`config.mk`:
```
export PLATFORM = sky130hd
export DESIGN_NAME = bcd_display_ctrl
export DESIGN_NICKNAME = d
export VERILOG_FILES = /design/src/rtl/bcd_disp_pkg.sv /design/src/rtl/bin2bcd.sv /design/src/rtl/seg7_decode.sv /design/src/rtl/bcd_display_ctrl.sv
export SDC_FILE = /design/constraint.sdc
export NUM_CORES = 1
export LEC_CHECK = 0
export BUFFER_PORTS_ARGS = -buffer_cell sky130_fd_sc_hd__buf_2
export CELL_PAD_IN_SITES_DETAIL_PLACEMENT = 1
export CELL_PAD_IN_SITES_GLOBAL_PLACEMENT = 2
export CORE_MARGIN = 5
export CORE_UTILIZATION = 37
export CTS_CLUSTER_DIAMETER = 120
export DETAILED_ROUTE_END_ITERATION = 10
export PLACE_DENSITY = 0.86
export SLEW_MARGIN = 15
export SYNTH_ARGS = -nofsm -noshare
export SYNTH_HDL_FRONTEND = slang
export SYNTH_SLANG_ARGS = --single-unit
```
`constraint.sdc`:
```
create_clock -name clk -period 8.7 [get_ports clk]
set_input_delay 1.305 -clock clk [delete_from_list [all_inputs] [get_ports clk]]
set_output_delay 1.305 -clock clk [all_outputs]
set_load 0.01 [all_outputs]
```
`src/rtl/bcd_disp_pkg.sv`:
```
// Shared constants and types for the BCD 7-segment display controller.
// Segment patterns are {g,f,e,d,c,b,a}, active-low.
package bcd_disp_pkg;

  localparam int unsigned NUM_DIGITS = 4;
  localparam int unsigned DIGIT_W    = $clog2(NUM_DIGITS);
  localparam int unsigned BIN_W      = 12;
  localparam int unsigned BCD_W      = 4 * NUM_DIGITS;

  localparam logic [6:0] SEG_0    = 7'b1000000;
  localparam logic [6:0] SEG_1    = 7'b1111001;
  localparam logic [6:0] SEG_2    = 7'b0100100;
  localparam logic [6:0] SEG_3    = 7'b0110000;
  localparam logic [6:0] SEG_4    = 7'b0011001;
  localparam logic [6:0] SEG_5    = 7'b0010010;
  localparam logic [6:0] SEG_6    = 7'b0000010;
  localparam logic [6:0] SEG_7    = 7'b1111000;
  localparam logic [6:0] SEG_8    = 7'b0000000;
  localparam logic [6:0] SEG_9    = 7'b0010000;
  localparam logic [6:0] SEG_DASH = 7'b0111111;
  localparam logic [6:0] SEG_OFF  = 7'h7F;

  localparam logic [NUM_DIGITS-1:0] AN_OFF = '1;

  typedef enum logic [0:0] {
    StIdle,
    StConvert
  } state_e;

endpackage

```
`src/rtl/bin2bcd.sv`:
```
// Combinational 12-bit binary to 4-digit BCD converter (shift-and-add-3).
module bin2bcd
  import bcd_disp_pkg::*;
(
  input  logic [BIN_W-1:0] bin_i,
  output logic [BCD_W-1:0] bcd_o
);

  logic [BCD_W+BIN_W-1:0] shift_v;

  always_comb begin
    shift_v = {{BCD_W{1'b0}}, bin_i};
    for (int i = 0; i < BIN_W; i++) begin
      // Correct every BCD column before the shift so no column passes 9.
      for (int d = 0; d < NUM_DIGITS; d++) begin
        if (shift_v[BIN_W + 4*d +: 4] >= 4'd5) begin
          shift_v[BIN_W + 4*d +: 4] = shift_v[BIN_W + 4*d +: 4] + 4'd3;
        end
      end
      shift_v = shift_v << 1;
    end
    bcd_o = shift_v[BCD_W+BIN_W-1:BIN_W];
  end

endmodule

```
`src/rtl/seg7_decode.sv`:
```
// BCD nibble to active-low 7-segment pattern; non-decimal nibbles show a dash.
module seg7_decode
  import bcd_disp_pkg::*;
(
  input  logic [3:0] nibble_i,
  output logic [6:0] seg_o
);

  always_comb begin
    seg_o = SEG_DASH;
    case (nibble_i)
      4'd0:    seg_o = SEG_0;
      4'd1:    seg_o = SEG_1;
      4'd2:    seg_o = SEG_2;
      4'd3:    seg_o = SEG_3;
      4'd4:    seg_o = SEG_4;
      4'd5:    seg_o = SEG_5;
      4'd6:    seg_o = SEG_6;
      4'd7:    seg_o = SEG_7;
      4'd8:    seg_o = SEG_8;
      4'd9:    seg_o = SEG_9;
      default: seg_o = SEG_DASH;
    endcase
  end

endmodule

```
`src/rtl/bcd_display_ctrl.sv`:
```
// Accepts a binary value, converts it to BCD in one cycle and scans the
// four digits onto a common-anode 7-segment display with leading-zero blanking.
module bcd_display_ctrl
  import bcd_disp_pkg::*;
#(
  parameter int unsigned CLK_DIV = 100000
) (
  input  logic                  clk,
  input  logic                  rst,
  input  logic                  in_valid,
  output logic                  in_ready,
  input  logic [BIN_W-1:0]      in_bin,
  input  logic                  disp_en,
  input  logic                  blank_lz,
  output logic [NUM_DIGITS-1:0] an,
  output logic [6:0]            seg,
  output logic                  busy
);

  localparam int unsigned TickW = $clog2(CLK_DIV);
  localparam logic [TickW-1:0] TickMax = TickW'(CLK_DIV - 1);

  state_e                  state_q, state_d;
  logic [BIN_W-1:0]        bin_q, bin_d;
  logic [BCD_W-1:0]        bcd_q, bcd_d;
  logic [TickW-1:0]        tick_q, tick_d;
  logic [DIGIT_W-1:0]      digit_q, digit_d;
  logic [NUM_DIGITS-1:0]   an_q, an_d;
  logic [6:0]              seg_q, seg_d;

  logic [BCD_W-1:0]        bcd_conv;
  logic [3:0]              nibble;
  logic [6:0]              seg_dec;
  logic [NUM_DIGITS-1:0]   lz_blank;
  logic                    hi_zero;

  bin2bcd u_bin2bcd (
    .bin_i (bin_q),
    .bcd_o (bcd_conv)
  );

  assign nibble = bcd_q[{digit_q, 2'b00} +: 4];

  seg7_decode u_seg7_decode (
    .nibble_i (nibble),
    .seg_o    (seg_dec)
  );

  // Handshake FSM: one conversion cycle after every accept.
  always_comb begin
    state_d  = state_q;
    bin_d    = bin_q;
    bcd_d    = bcd_q;
    in_ready = 1'b0;
    busy     = 1'b0;
    case (state_q)
      StIdle: begin
        in_ready = 1'b1;
        if (in_valid) begin
          bin_d   = in_bin;
          state_d = StConvert;
        end
      end
      StConvert: begin
        busy    = 1'b1;
        bcd_d   = bcd_conv;
        state_d = StIdle;
      end
      default: state_d = StIdle;
    endcase
  end

  // Free-running digit scan.
  always_comb begin
    tick_d  = tick_q + TickW'(1);
    digit_d = digit_q;
    if (tick_q == TickMax) begin
      tick_d  = '0;
      digit_d = digit_q + DIGIT_W'(1);
    end
  end

  // Digit k>0 is blank when every nibble from k upward is zero.
  always_comb begin
    lz_blank = '0;
    hi_zero  = blank_lz;
    for (int k = NUM_DIGITS - 1; k >= 1; k--) begin
      hi_zero     = hi_zero && (bcd_q[4*k +: 4] == 4'd0);
      lz_blank[k] = hi_zero;
    end
  end

  always_comb begin
    an_d  = ~(NUM_DIGITS'(1) << digit_q);
    seg_d = seg_dec;
    if (!disp_en || lz_blank[digit_q]) begin
      an_d  = AN_OFF;
      seg_d = SEG_OFF;
    end
  end

  always_ff @(posedge clk) begin
    if (rst) begin
      state_q <= StIdle;
      bin_q   <= '0;
      bcd_q   <= '0;
      tick_q  <= '0;
      digit_q <= '0;
      an_q    <= AN_OFF;
      seg_q   <= SEG_OFF;
    end else begin
      state_q <= state_d;
      bin_q   <= bin_d;
      bcd_q   <= bcd_d;
      tick_q  <= tick_d;
      digit_q <= digit_d;
      an_q    <= an_d;
      seg_q   <= seg_d;
    end
  end

  assign an  = an_q;
  assign seg = seg_q;

endmodule

```
; Yosys cells after proc, flatten, opt, wreduce, memory -nomap -nowiden
; Memories as Yosys holds them, arrays and structs flattened. A register that Yosys moved wholly into a read port is not among the register bits.
; Cells that the tools add are included.
[classes]
n_bitwise = 2
n_eq_ne = 1
add_sub_neg = 40
order_cmp = 39
muxes = 44
reduce_logical = 11
n_shift = 2
[op_table]
columns = op, n
row1 = ">= comparator 4 x 3 -> 1 bit, second input constant", 34
row2 = two-way mux 4 bit, 29
row3 = "adder 4 x 2 -> 4 bit, second input constant", 27
row4 = two-way mux 3 bit, 9
row5 = "adder 3 x 2 -> 3 bit, second input constant", 7
row6 = "adder 17 x 1 -> 17 bit, second input constant", 1
row7 = "== test 17 bit, second input constant", 1
row8 = indexed part select 16 x 5 -> 4 bit, 1
row9 = zero test 4 bit, 3
row10 = "adder 1 x 2 -> 3 bit, second input constant", 3
row11 = ">= comparator 1 x 3 -> 1 bit, second input constant", 3
row12 = two-way mux 1 bit, 4
row13 = inverter 4 bit, 1
row14 = OR reduction 2 bit, 2
row15 = "left shift 1 x 2 -> 4 bit, first input constant", 1
row16 = "adder 1 x 2 -> 3 bit, both inputs constant", 1
row17 = ">= comparator 1 x 3 -> 1 bit, both inputs constant", 1
row18 = logical AND 1 bit, 3
row19 = "less-than comparator 2 x 3 -> 1 bit, second input constant", 1
row20 = "adder 2 x 1 -> 2 bit, second input constant", 1
row21 = binary-select mux 1 bit (select 2 bit), 1
row22 = case mux 1 bit (2 select lines), 1
row23 = AND reduction 2 bit, 1
row24 = zero test 1 bit, 1
row25 = other kinds (2), 2
[word_totals]
rom_bits = 112
register_bits = 52
memories = 1
elab_cells = 146
[mem_list]
columns = name, words, width, rd, rd_ports_with_merged_regs, write_ports, line_no
row1 = (name not given), 16, 7, 1, 1, 0, seg7_decode.sv:11  ; case (nibble_i)

; Logic depth before layout (Yosys ltp)
; Gate-level depths: netlist of the first run.
[depth]
word_depth = 22
ltp_mapped = 40

; Cells and area by module
; Synthesis of the first run repeated with hierarchy kept, for this count alone.
[unflattened]
cells_unflattened = 715
area_unflattened_um2 = 5589.1
[modules_own_cells]
columns = module, seq_area_each_um2, cells_per_inst, n_inst, area_per_inst_um2
row1 = bin2bcd, 0.0, 439, 1, 2927.8
row2 = bcd_display_ctrl, 1181.1, 245, 1, 2421.1
row3 = seg7_decode, 0.0, 31, 1, 240.2

; Worst setup path before layout of the first run
; OpenSTA, ideal clock, no wires.
[synth_timing]
kind = flip-flop to flip-flop
from = register bin_q[10]
to = register bcd_q[5]
n_path_buf = 0
stages_incl_launch_ff = 40
period_less_slack_ps = 7525
t_arrival_ps = 7395
path_slack_ps = 1175
setup_ps = 130
required_time_ps = 8570
path_cell_list = dfxtp_1 inv_1 ha_1 o21ai_2 xnor2_4 inv_2 ha_1 nand2b_1 a32oi_4 xnor2_1 inv_2 ha_1 nor2b_1 nor2_1 o31ai_1 nand2_1 ha_1 a31o_2 [... 4 more ...] o21ai_1 a31oi_2 inv_2 ha_1 or3_1 a211o_1 nand2_1 ha_1 a2111oi_0 nor4_1 o22a_2 inv_2 ha_1 nor2_1 o211ai_2 and2_1 a2111oi_1 nor3_1
[synth_between]
elab_chain_cells = 20
word_cells_on_any_way = 54
cone_classes = add/sub: 18 / order compare: 18 / mux: 18
[synth_lines]
columns = element, line_no
row1 = "start, declared", bcd_display_ctrl.sv:24  ; logic [BIN_W-1:0] bin_q, bin_d;
row2 = "start signal, assigned", bcd_display_ctrl.sv:113  ; bin_q <= bin_d;
row3 = adder 4 x 2 -> 4 bit or >= comparator 4 x 3 -> 1 bit (tied branches), "bin2bcd.sv:17, bin2bcd.sv:16"
row4 = two-way mux 4 bit (*), bin2bcd.sv:16  ; if (shift_v[BIN_W + 4*d +: 4] >= 4'd5) begin
row5 = adder 4 x 2 -> 4 bit or >= comparator 4 x 3 -> 1 bit (tied branches), "bin2bcd.sv:17, bin2bcd.sv:16"
row6 = two-way mux 4 bit, bin2bcd.sv:16
row7 = adder 4 x 2 -> 4 bit or >= comparator 4 x 3 -> 1 bit (tied branches), "bin2bcd.sv:17, bin2bcd.sv:16"
row8 = two-way mux 4 bit, bin2bcd.sv:16
row9 = >= comparator 4 x 3 -> 1 bit or adder 4 x 2 -> 4 bit (tied branches), "bin2bcd.sv:16, bin2bcd.sv:17"
row10 = two-way mux 4 bit, bin2bcd.sv:16
row11 = [... 4 more ...], -
row12 = >= comparator 4 x 3 -> 1 bit or adder 4 x 2 -> 4 bit (tied branches), "bin2bcd.sv:16, bin2bcd.sv:17"
row13 = two-way mux 4 bit, bin2bcd.sv:16
row14 = adder 4 x 2 -> 4 bit or >= comparator 4 x 3 -> 1 bit (tied branches), "bin2bcd.sv:17, bin2bcd.sv:16"
row15 = two-way mux 4 bit, bin2bcd.sv:16
row16 = adder 4 x 2 -> 4 bit or >= comparator 4 x 3 -> 1 bit (tied branches), "bin2bcd.sv:17, bin2bcd.sv:16"
row17 = two-way mux 4 bit, bin2bcd.sv:16
row18 = adder 4 x 2 -> 4 bit or >= comparator 4 x 3 -> 1 bit (tied branches), "bin2bcd.sv:17, bin2bcd.sv:16"
row19 = two-way mux 4 bit (*), bin2bcd.sv:16
row20 = "end signal, assigned", bcd_display_ctrl.sv:106  ; bcd_q <= '0;
row21 = "end signal, assigned", bcd_display_ctrl.sv:114  ; bcd_q <= bcd_d;
row22 = "end, declared", bcd_display_ctrl.sv:25  ; logic [BCD_W-1:0] bcd_q, bcd_d;
; Every way passes the cells marked *; elsewhere a longest branch is shown, timed or not.
; A chain may end at the register's enable or synchronous reset.

; Final worst setup path of the first run
[layout_timing]
from = register bin_q[10]
to = register bcd_q[6]
; The elaborated chain is that of the path after synthesis.

==> reports/qor.yml, run 1 <==
routing:
  viasPerCell: 5.921
  drtIter0Drc: 332
  drt_pre_antenna_iters: 4
  totalWireLength_um: 15510
  vias: 5074
  drc: 0
  avgRoutedWirePerCell_um: 18.10
  antenna_left: 0
cts:
  clock_path_buffers: 2
  clk_pin_slew_ps: 50
  htreeDepth: 3
  hold_buffers: 0
  cts_buffers: 9
  cts_root_buf: "clkbuf_16"
  clock_sinks: 58
  cts_tree: "yes"
  clkLatencyLatePin_ps: 330
cells_and_area:
  areaGrowthSynthToFinish_pct: 11.84
  nNetsFinal: 715
  fin_cells: 857
  diodes: 0
  nFillCells: 1714
  drive_gt1_share_pct: 17.28
setup_path:
  slowest_delay_ps: 430
  critical_path_buf_inv_count: 6
  worstSetupPathType: "register to register"
  cp-startpoint: "bin_q[10]"
  reg2reg_depth: 39
  critPathCapture: "bcd_q[6]"
  crit_family: "compound AO/OA/AOI/OAI gates"
  r2r_start: "bin_q[10]"
  crit_required_ps: 8940
  cpMostUsedCell: "ha_1"
  rr_endpoint: "bcd_q[6]"
  cp_max_fo: 8
  arrival_ps: 8340
  rrSetupSlack_ps: 600
  start_kind: "register"
  slowest_stage: "a2111oi_1"
  critPathCaptureType: "register"
  worst-path-stages: 39
sta:
  worst_slew_pin_slew_ps: 971.1
  relSlewSlack_pct: 35.13
  slew_violations: 0
  setup_viol: 0
  period_needed_ps: 8097
  tns_ps: 0
  skew_ps: 8.409
  hold_violations: 0
  fin_crit_sh_pct: 93.07
  setup_ws_ps: 602.5
  fmax_mhz: 123.5
yosys:
  synth_cells: 656
  ys.flop_type: "dfxtp_1"
  ys_seq_area_share_pct: 22.52
  synth_top_cell_area_share_pct: 22.52
  synth_top_area_cell: "dfxtp_1"
  netlist_area_um2: 5156
  synth-async-reset-ratio_pct: 0
  ys_types: 100
  netlist_top_cells_area: "dfxtp_1 23%, ha_1 6.3%, nand2_1 5.8%"
  syn-num-nets: 699
  synth_warnings: 0
  synth_seq_cells: 58
  synth_edf_count: 0
  synth_area_per_cell_um2: 7.860
power:
  vdd_drop_max_mv: 0.1248
  p_leak_nw: 2.198
  powerDensity_nw_per_um2: 252.1
worst_hold_path:
  hold_class: "register to register"
  hp-start: "tick_q[0]"
floorplanning:
  core-area_um2: 13770
  die_x_um: 128.1
  start_util_pct: 37.44
  num_rows: 43
  dieHeight_um: 128.1
  die-area_um2: 16400
  ioPinCount: 30
grt:
  grt_pass1_wl_um: 25730
  grt_max_degree: 32
  grt_overflow_total: 0
  grt_pass1_vias: 5283
  antenna_found_initial: 1
  track_usage_pct: 18.83
status:
  status: "finished clean"
place:
  gp_congestion: 0.8871
  placed_cells: 838
  place_hpwl_um: 11520
  pre_cts_slack_ps: 50.28
  portBuffers: 29
job:
  max_cap_viol_count: 0
==> synthesized netlist by cell type, types with 14 or more instances <==
master and instances:
dfxtp_1 58, inv_1 31, nand3_1 16, ha_1 26, nor3_1 14, clkbuf_1 23, a21oi_1 44, nor2_1 65
o21ai_0 23, nand2_1 79
==> per-stage QoR <==
| step | hold slack (ps) | power (mW) | utilization, % | instance area [um2] |
|---|---|---|---|---|
| final | 454.7 | 1.454 | 41.87 | 5767 |
| after global routing | 485.9 | 1.556 | 41.87 | 5767 |
| after CTS | 458.2 | 1.432 | 41.38 | 5699 |
| after detailed placement | 450.8 | 1.097 | 39.38 | 5424 |
| after global placement | 424.2 | 1.061 | 39.38 | 5424 |
| after floorplan | 417.5 | 0.9339 | - | 5156 |
==> power breakdown <==
| part | total, mW | switching, mW | internal, mW |
|---|---|---|---|
| sequential | 0.306 | 0.0214 | 0.284 |
| clock | 0.328 | 0.129 | 0.199 |
| combinational | 0.820 | 0.505 | 0.315 |
| total | 1.45 | 0.656 | 0.798 |
==> how the worst min path moves through the flow <==
stage | cells past startpoint | endpoint
CTS | 1 | tick_q[0]
global route | 1 | tick_q[0]
floorplan | 1 | tick_q[0]
detailed placement | 1 | tick_q[0]
global placement | 1 | tick_q[0]
finish | 1 | tick_q[0]
==> cells in the final DEF (no fill, tap or decap), drive strengths merged, types with 9 or more instances in the layout <==
cell / n
xor2: 10
nor2: 67
o211ai: 12
a21oi: 48
o21ai: 33
and3: 9
dfxtp: 58
nand3: 17
nand4: 9
ha: 26
a211oi: 12
inv: 36
mux2i: 13
buf: 38
clkbuf: 11
nor3: 16
nand2: 80
xnor2: 14
==> routing by layer <==
metal	global-route usage [%]	wire length (um)	vias up
met5	0	11	-
met4	4.869	226	2
met3	3.208	520	21
met2	33.09	7625	84
met1	23.84	7130	2477
li1	-	-	2490
==> logic make-up (layout without fill, tap and decap cells) <==
kind of cell / count (synthesis) / count (layout) / synth area share [%]
multiplexers: 24 / 24 / 5.896
AND/OR/NAND/NOR: 237 / 237 / 22.15
flip-flops: 58 / 58 / 22.52
adder cells (fa/ha/maj): 26 / 26 / 6.309
XOR/XNOR: 25 / 25 / 5.387
AO/OA/AOI/OAI: 217 / 217 / 32.25
buffers and inverters: 69 / 90 / 5.484
==> state kept, by name (all words and copies together), names as in the netlist <==
| register | cells |
|---|---|
| seg | 7 |
| state_q | 1 |
| an | 4 |
| bcd_q | 15 |
| tick_q | 17 |
| digit_q | 2 |
| bin_q | 12 |
==> final cells by class <==
class	instances	area (um2)	share of cell area, %
clock buffers	11	242.7	4.209
flip-flops and latches	58	1164	20.18
multi-input cells	529	3757	65.16
well taps	180	225.2	3.905
repair buffers	38	212.7	3.688
inverters	36	135.1	2.343
clock inverters	5	30.03	0.5207
==> what timing repair did <==
action | 4_1_cts | 5_1_grt
gates resized for setup | 1 | 11
endpoints found under the setup margin | 2 | 8
pin swaps | 0 | 2
buffers inserted | 0 | 3
No activity file was read; power rests on OpenSTA's default activity.
==> run 2, diff against run 1 <==
--- a/config.mk
+++ b/config.mk
@@ -5,15 +5,15 @@
 export SDC_FILE = /design/constraint.sdc
 export NUM_CORES = 1
 export LEC_CHECK = 0
-export BUFFER_PORTS_ARGS = -buffer_cell sky130_fd_sc_hd__buf_2
 export CELL_PAD_IN_SITES_DETAIL_PLACEMENT = 1
 export CELL_PAD_IN_SITES_GLOBAL_PLACEMENT = 2
 export CORE_MARGIN = 5
-export CORE_UTILIZATION = 37
+export CORE_UTILIZATION = 39
 export CTS_CLUSTER_DIAMETER = 120
 export DETAILED_ROUTE_END_ITERATION = 10
-export PLACE_DENSITY = 0.86
-export SLEW_MARGIN = 15
+export DONT_BUFFER_PORTS = 1
+export PLACE_DENSITY = 0.87
+export SLEW_MARGIN = 40
 export SYNTH_ARGS = -nofsm -noshare
 export SYNTH_HDL_FRONTEND = slang
 export SYNTH_SLANG_ARGS = --single-unit
==> reports/qor.yml, run 2 (synthesis results as in run 1) <==
status:
  status: "finished clean"
grt:
  track_usage_pct: 18.63  # -0.20 points
  grt_overflow_total: 0  # unchanged
  grt_pass1_vias: 5004  # -5.3%
  grt_max_degree: 32  # unchanged
  antenna_found_initial: 0  # -1
  grt_pass1_wl_um: 24830  # -3.5%
routing:
  drt_pre_antenna_iters: 4  # unchanged
  drc: 0  # unchanged
  antenna_left: 0  # unchanged
  drtIter0Drc: 246  # -26%
  viasPerCell: 5.987  # +1.1%
  avgRoutedWirePerCell_um: 17.79  # -1.7%
  vias: 4933  # -2.8%
  totalWireLength_um: 14660  # -5.5%
sta:
  period_needed_ps: 8077  # -20.27 ps
  worst_slew_pin_slew_ps: 794.9  # -176.1 ps
  relSlewSlack_pct: 46.55  # +11 points
  fin_crit_sh_pct: 92.84  # -0.23 points
  setup_viol: 0  # unchanged
  setup_ws_ps: 622.8  # +20.27 ps
  skew_ps: 5.227  # -3.182 ps
  hold_violations: 0  # unchanged
  fmax_mhz: 123.8  # +0.25%
  slew_violations: 0  # unchanged
cells_and_area:
  fin_area_um2: 5657  # -1.9%
  diodes: 0  # unchanged
  final_cell_mix: "79 x nand2_1, 65 x nor2_1, 56 x dfxtp_1, 44 x a21oi_1, 31 x inv_1"
  areaGrowthSynthToFinish_pct: 9.706
  max_flop_register: "tick_q"
  drive_gt1_share_pct: 13.27  # -4.0 points
  nNetsFinal: 686  # -4.1%
  largest_reg_flops: 17  # unchanged
  final_common_cell: "nand2_1"
  top_regs: "tick_q (17), bcd_q (15), bin_q (12)"
floorplanning:
  die-area_um2: 15620  # -4.7%
  ioPinCount: 30  # unchanged
  dieHeight_um: 125.0  # -2.4%
  num_rows: 42  # -2.3%
  core-area_um2: 13090  # -5.0%
  die_x_um: 125.0  # -2.4%
  start_util_pct: 39.41  # +2.0 points
setup_path:
  slowest_stage: "dfxtp_2"
  crit_required_ps: 8930  # about the same
  critPathCaptureType: "register"
  worstSetupPathType: "register to register"
  arrival_ps: 8310  # -30 ps
  slowest_delay_ps: 420  # about the same
  cp_max_fo: 8  # unchanged
  cpMostUsedCell: "ha_1"
  start_kind: "register"
cts:
  htreeDepth: 3  # unchanged
  cts_tree: "yes"
  clock_sinks: 58  # unchanged
  cts_root_buf: "clkbuf_16"
  clk_pin_slew_ps: 50  # about the same
  clock_path_buffers: 2  # unchanged
  clkLatencyLatePin_ps: 330  # about the same
  cts_buffers: 9  # unchanged
worst_hold_path:
  hold_class: "register to register"
place:
  placedInstanceArea_um2: 5266  # -2.9%
  place_hpwl_um: 11040  # -4.2%
  pre_cts_slack_ps: 115.4  # +65.17 ps
  portBuffers: 0  # -100%
  gp_congestion: 0.8826  # -0.51%
power:
  powerDensity_nw_per_um2: 257.0  # +2.0%
  vdd_drop_max_mv: 0.1083  # -13%
  p_leak_nw: 2.120  # -3.6%
job:
  max_cap_viol_count: 0  # unchanged
-- run 2: cell types whose count changed in the layout (fill, tap and decap cells not counted), sizes merged --
cell / delta
buf: -29
clkinv: -2
bufinv: +1
clkbuf: +1
-- run 2: critical path, delay by kind of cell, from the launching register on --
| kind | cells | cell delay [ps] |
|---|---|---|
| buffers and inverters | 5 | 530 |
| and+or+nand+nor | 8 | 1420 |
| DFF | 1 | 420 |
| AOI/OAI and AO/OA | 16 | 3670 |
| adders and majority gates | 7 | 1660 |
| xor gates and xnor gates | 2 | 290 |
-- run 2: layout make-up --
class / count / area (um2)
fill: 1601 / 7428
multi-input combinational: 529 / 3764
sequential: 58 / 1164
clock buffer: 12 / 256.5
tap: 176 / 220.2
inverter: 36 / 135.1
timing repair buffer: 9 / 67.56
clock inverter: 4 / 50.05
-- run 2: timing repair --
| action | in CTS | in global routing |
|---|---|---|
| gates resized for setup | 0 | 10 |
| setup endpoints to repair | 0 | 8 |
| hold buffers | 0 | 0 |
| buffers inserted | 0 | 4 |
-- run 2: where the power goes --
group / internal (mW) / switching [mW] / total, mW
clock: 0.236 / 0.122 / 0.358
sequential: 0.285 / 0.0232 / 0.308
combinational: 0.308 / 0.480 / 0.788
-- run 2: per-layer routing --
layer | vias to the layer above | global-route usage, % | routed length (um)
li1 | 2434 | - | -
met1 | 2434 | 23.30 | 6835
met2 | 53 | 33.09 | 7277
met3 | 12 | 4.350 | 426
met4 | 0 | 3.253 | 119
met5 | - | 0 | 0
-- run 2: stage by stage --
stage,TNS [ps],util (%),cells,power (mW),hold WS (ps)
finish,0,43.23,824,1.454,445.9
global route,-46.79,43.23,824,1.559,491.9
CTS,0,42.59,820,1.444,454.1
detailed placement,0,40.25,804,1.078,441.7
global placement,0,40.25,804,1.042,430.0
floorplan,0,-,656,0.9339,417.5
-- run 2: worst paths after layout --
check | from | end | slack [ps] | cells past startpoint
setup / recovery | bin_q[10] | bcd_q[6] | 620 | 38
hold / removal | tick_q[0] | tick_q[0] | 450 | 1
setup reg to reg | bin_q[10] | bcd_q[6] | 620 | 38
hold reg to reg | tick_q[0] | tick_q[0] | 450 | 1
==> run 3, diff against run 2 <==
--- a/config.mk
+++ b/config.mk
@@ -5,14 +5,14 @@
 export SDC_FILE = /design/constraint.sdc
 export NUM_CORES = 1
 export LEC_CHECK = 0
-export CELL_PAD_IN_SITES_DETAIL_PLACEMENT = 1
-export CELL_PAD_IN_SITES_GLOBAL_PLACEMENT = 2
+export CELL_PAD_IN_SITES_DETAIL_PLACEMENT = 0
+export CELL_PAD_IN_SITES_GLOBAL_PLACEMENT = 1
 export CORE_MARGIN = 5
-export CORE_UTILIZATION = 39
+export CORE_UTILIZATION = 45
 export CTS_CLUSTER_DIAMETER = 120
 export DETAILED_ROUTE_END_ITERATION = 10
 export DONT_BUFFER_PORTS = 1
-export PLACE_DENSITY = 0.87
+export PLACE_DENSITY = 0.82
 export SLEW_MARGIN = 40
 export SYNTH_ARGS = -nofsm -noshare
 export SYNTH_HDL_FRONTEND = slang
==> constraint.sdc (replaced) <==
create_clock -name clk -period 8.7 [get_ports clk]
set_input_delay 1.305 -clock clk [delete_from_list [all_inputs] [get_ports clk]]
set_output_delay 1.305 -clock clk [all_outputs]
set_load 0.02 [all_outputs]
==> reports/qor.yml, run 3 (synthesis results as in run 1) <==
power:
  powerDensity_nw_per_um2: 259.7  # +1.0%
  p_leak_nw: 2.120  # about the same
  total_power_mw: 1.459  # +0.37%
  vdd_drop_max_mv: 0.1574  # +45%
grt:
  grt_max_degree: 32  # unchanged
  grt_pass1_wl_um: 20980  # -16%
  antenna_found_initial: 0  # unchanged
  track_usage_pct: 18.68  # +0.048 points
  grt_overflow_total: 0  # unchanged
  grt_pass1_vias: 4465  # -11%
worst_hold_path:
  hold_class: "register to register"
cells_and_area:
  final_cell_mix: "79 x nand2_1, 65 x nor2_1, 56 x dfxtp_1, 43 x a21oi_1, 31 x inv_1"
  top_regs: "tick_q (17), bcd_q (15), bin_q (12)"
  nNetsFinal: 684  # -0.29%
  diodes: 0  # unchanged
  areaGrowthSynthToFinish_pct: 8.978
  drive_gt1_share_pct: 13.47  # +0.20 points
  final_common_cell: "nand2_1"
  fin_cells: 789  # -4.2%
  largest_reg_flops: 17  # unchanged
  max_flop_register: "tick_q"
cts:
  cts_tree: "yes"
  clock_sinks: 58  # unchanged
  clk_pin_slew_ps: 50  # about the same
  cts_buffers: 9  # unchanged
  clock_path_buffers: 2  # unchanged
  hold_buffers: 0  # unchanged
  htreeDepth: 3  # unchanged
  clkLatencyLatePin_ps: 330  # about the same
  cts_root_buf: "clkbuf_16"
routing:
  wl_met3_um: 575  # +35%
  avgRoutedWirePerCell_um: 16.27  # -8.6%
  vias: 4895  # -0.77%
  drc: 0  # unchanged
  met2_wirelength_um: 6196  # -15%
  drtIter0Drc: 351  # +43%
  drt_pre_antenna_iters: 5  # +1
  wl_met1_um: 5888  # -14%
  totalWireLength_um: 12830  # -12%
  top_layer: "met4"
  antenna_left: 0  # unchanged
  viasPerCell: 6.204  # +3.6%
place:
  placed_cells: 771  # -4.1%
  place_hpwl_um: 9415  # -15%
  gp_congestion: 0.8537  # -3.3%
  pre_cts_slack_ps: 184.6  # +69.20 ps
  portBuffers: 0  # unchanged
setup_path:
  cpMostUsedCell: "ha_1"
  arrival_ps: 8240  # -70 ps
  worstSetupPathType: "register to register"
  crit_required_ps: 8910  # -20 ps
  slowest_delay_ps: 430  # about the same
  slowest_stage: "or3_1"
  critPathCaptureType: "register"
  rrSetupSlack_ps: 660  # +40 ps
  cp_max_fo: 8  # unchanged
  start_kind: "register"
floorplanning:
  dieHeight_um: 117.0  # -6.3%
  die-area_um2: 13700  # -12%
  core-area_um2: 11320  # -13%
  num_rows: 39  # -7.1%
  ioPinCount: 30  # unchanged
  die_x_um: 117.0  # -6.3%
  start_util_pct: 45.55  # +6.1 points
sta:
  skew_ps: 10.50  # +5.269 ps
  fin_crit_sh_pct: 92.38  # -0.46 points
  worst_slew_pin_slew_ps: 765.0  # -29.90 ps
  finalHoldWorstSlack_ps: 443.2  # -2.646 ps
  hold_violations: 0  # unchanged
  slew_violations: 0  # unchanged
  setup_ws_ps: 662.6  # +39.75 ps
  setup_viol: 0  # unchanged
  period_needed_ps: 8037  # -39.75 ps
  relSlewSlack_pct: 48.76  # +2.2 points
  fmax_mhz: 124.4  # +0.49%
job:
  max_cap_viol_count: 0  # unchanged
status:
  status: "finished clean"
## run 3: repair_timing
action,in CTS,in global routing
setup buffers,0,2
endpoints found under the setup margin,0,8
gates resized for setup,0,12
## run 3: through the flow
stage          area, um2  utilization (%)  setup TNS, ps
2_1_floorplan       5156                -              0
3_3_place_gp        5225            46.15              0
3_5_place_dp        5225            46.15              0
4_1_cts             5545            48.98              0
5_1_grt             5619            49.64         -58.80
6_report            5619            49.64              0
## run 3: final timing paths
path                            cells past startpoint  startpoint        end
worst max-delay path                               39   bin_q[10]   bcd_q[5]
worst min-delay path                                1   tick_q[0]  tick_q[0]
worst max register to register                     39   bin_q[10]   bcd_q[5]
worst min register to register                      1   tick_q[0]  tick_q[0]
## run 3: critical path: cells and delay by family (launching register included)
kind	cells	cell delay [ps]
simple gates	11	1990
compound gates	12	2690
flops	1	400
xor+xnor	2	320
buf+inv	6	600
fa+ha+maj	8	1900
## run 3: cell type report
cell class	count	area, um2
tap	143	178.9
clock inverter	5	77.57
fill	1095	5702
multi-input combinational	529	3769
inverter	36	135.1
clock buffer	11	242.7
sequential	58	1164
timing repair buffer	7	52.55
## run 3: routing by layer
layer	up-vias	track usage, %
li1	2435	-
met1	2335	24.52
met2	109	30.64
met3	16	4.679
met4	0	4.969
met5	-	0
## run 3: power by group
group	internal [mW]	switching, mW
registers	0.285	0.0246
logic	0.307	0.466
clock network	0.257	0.120
total	0.849	0.610
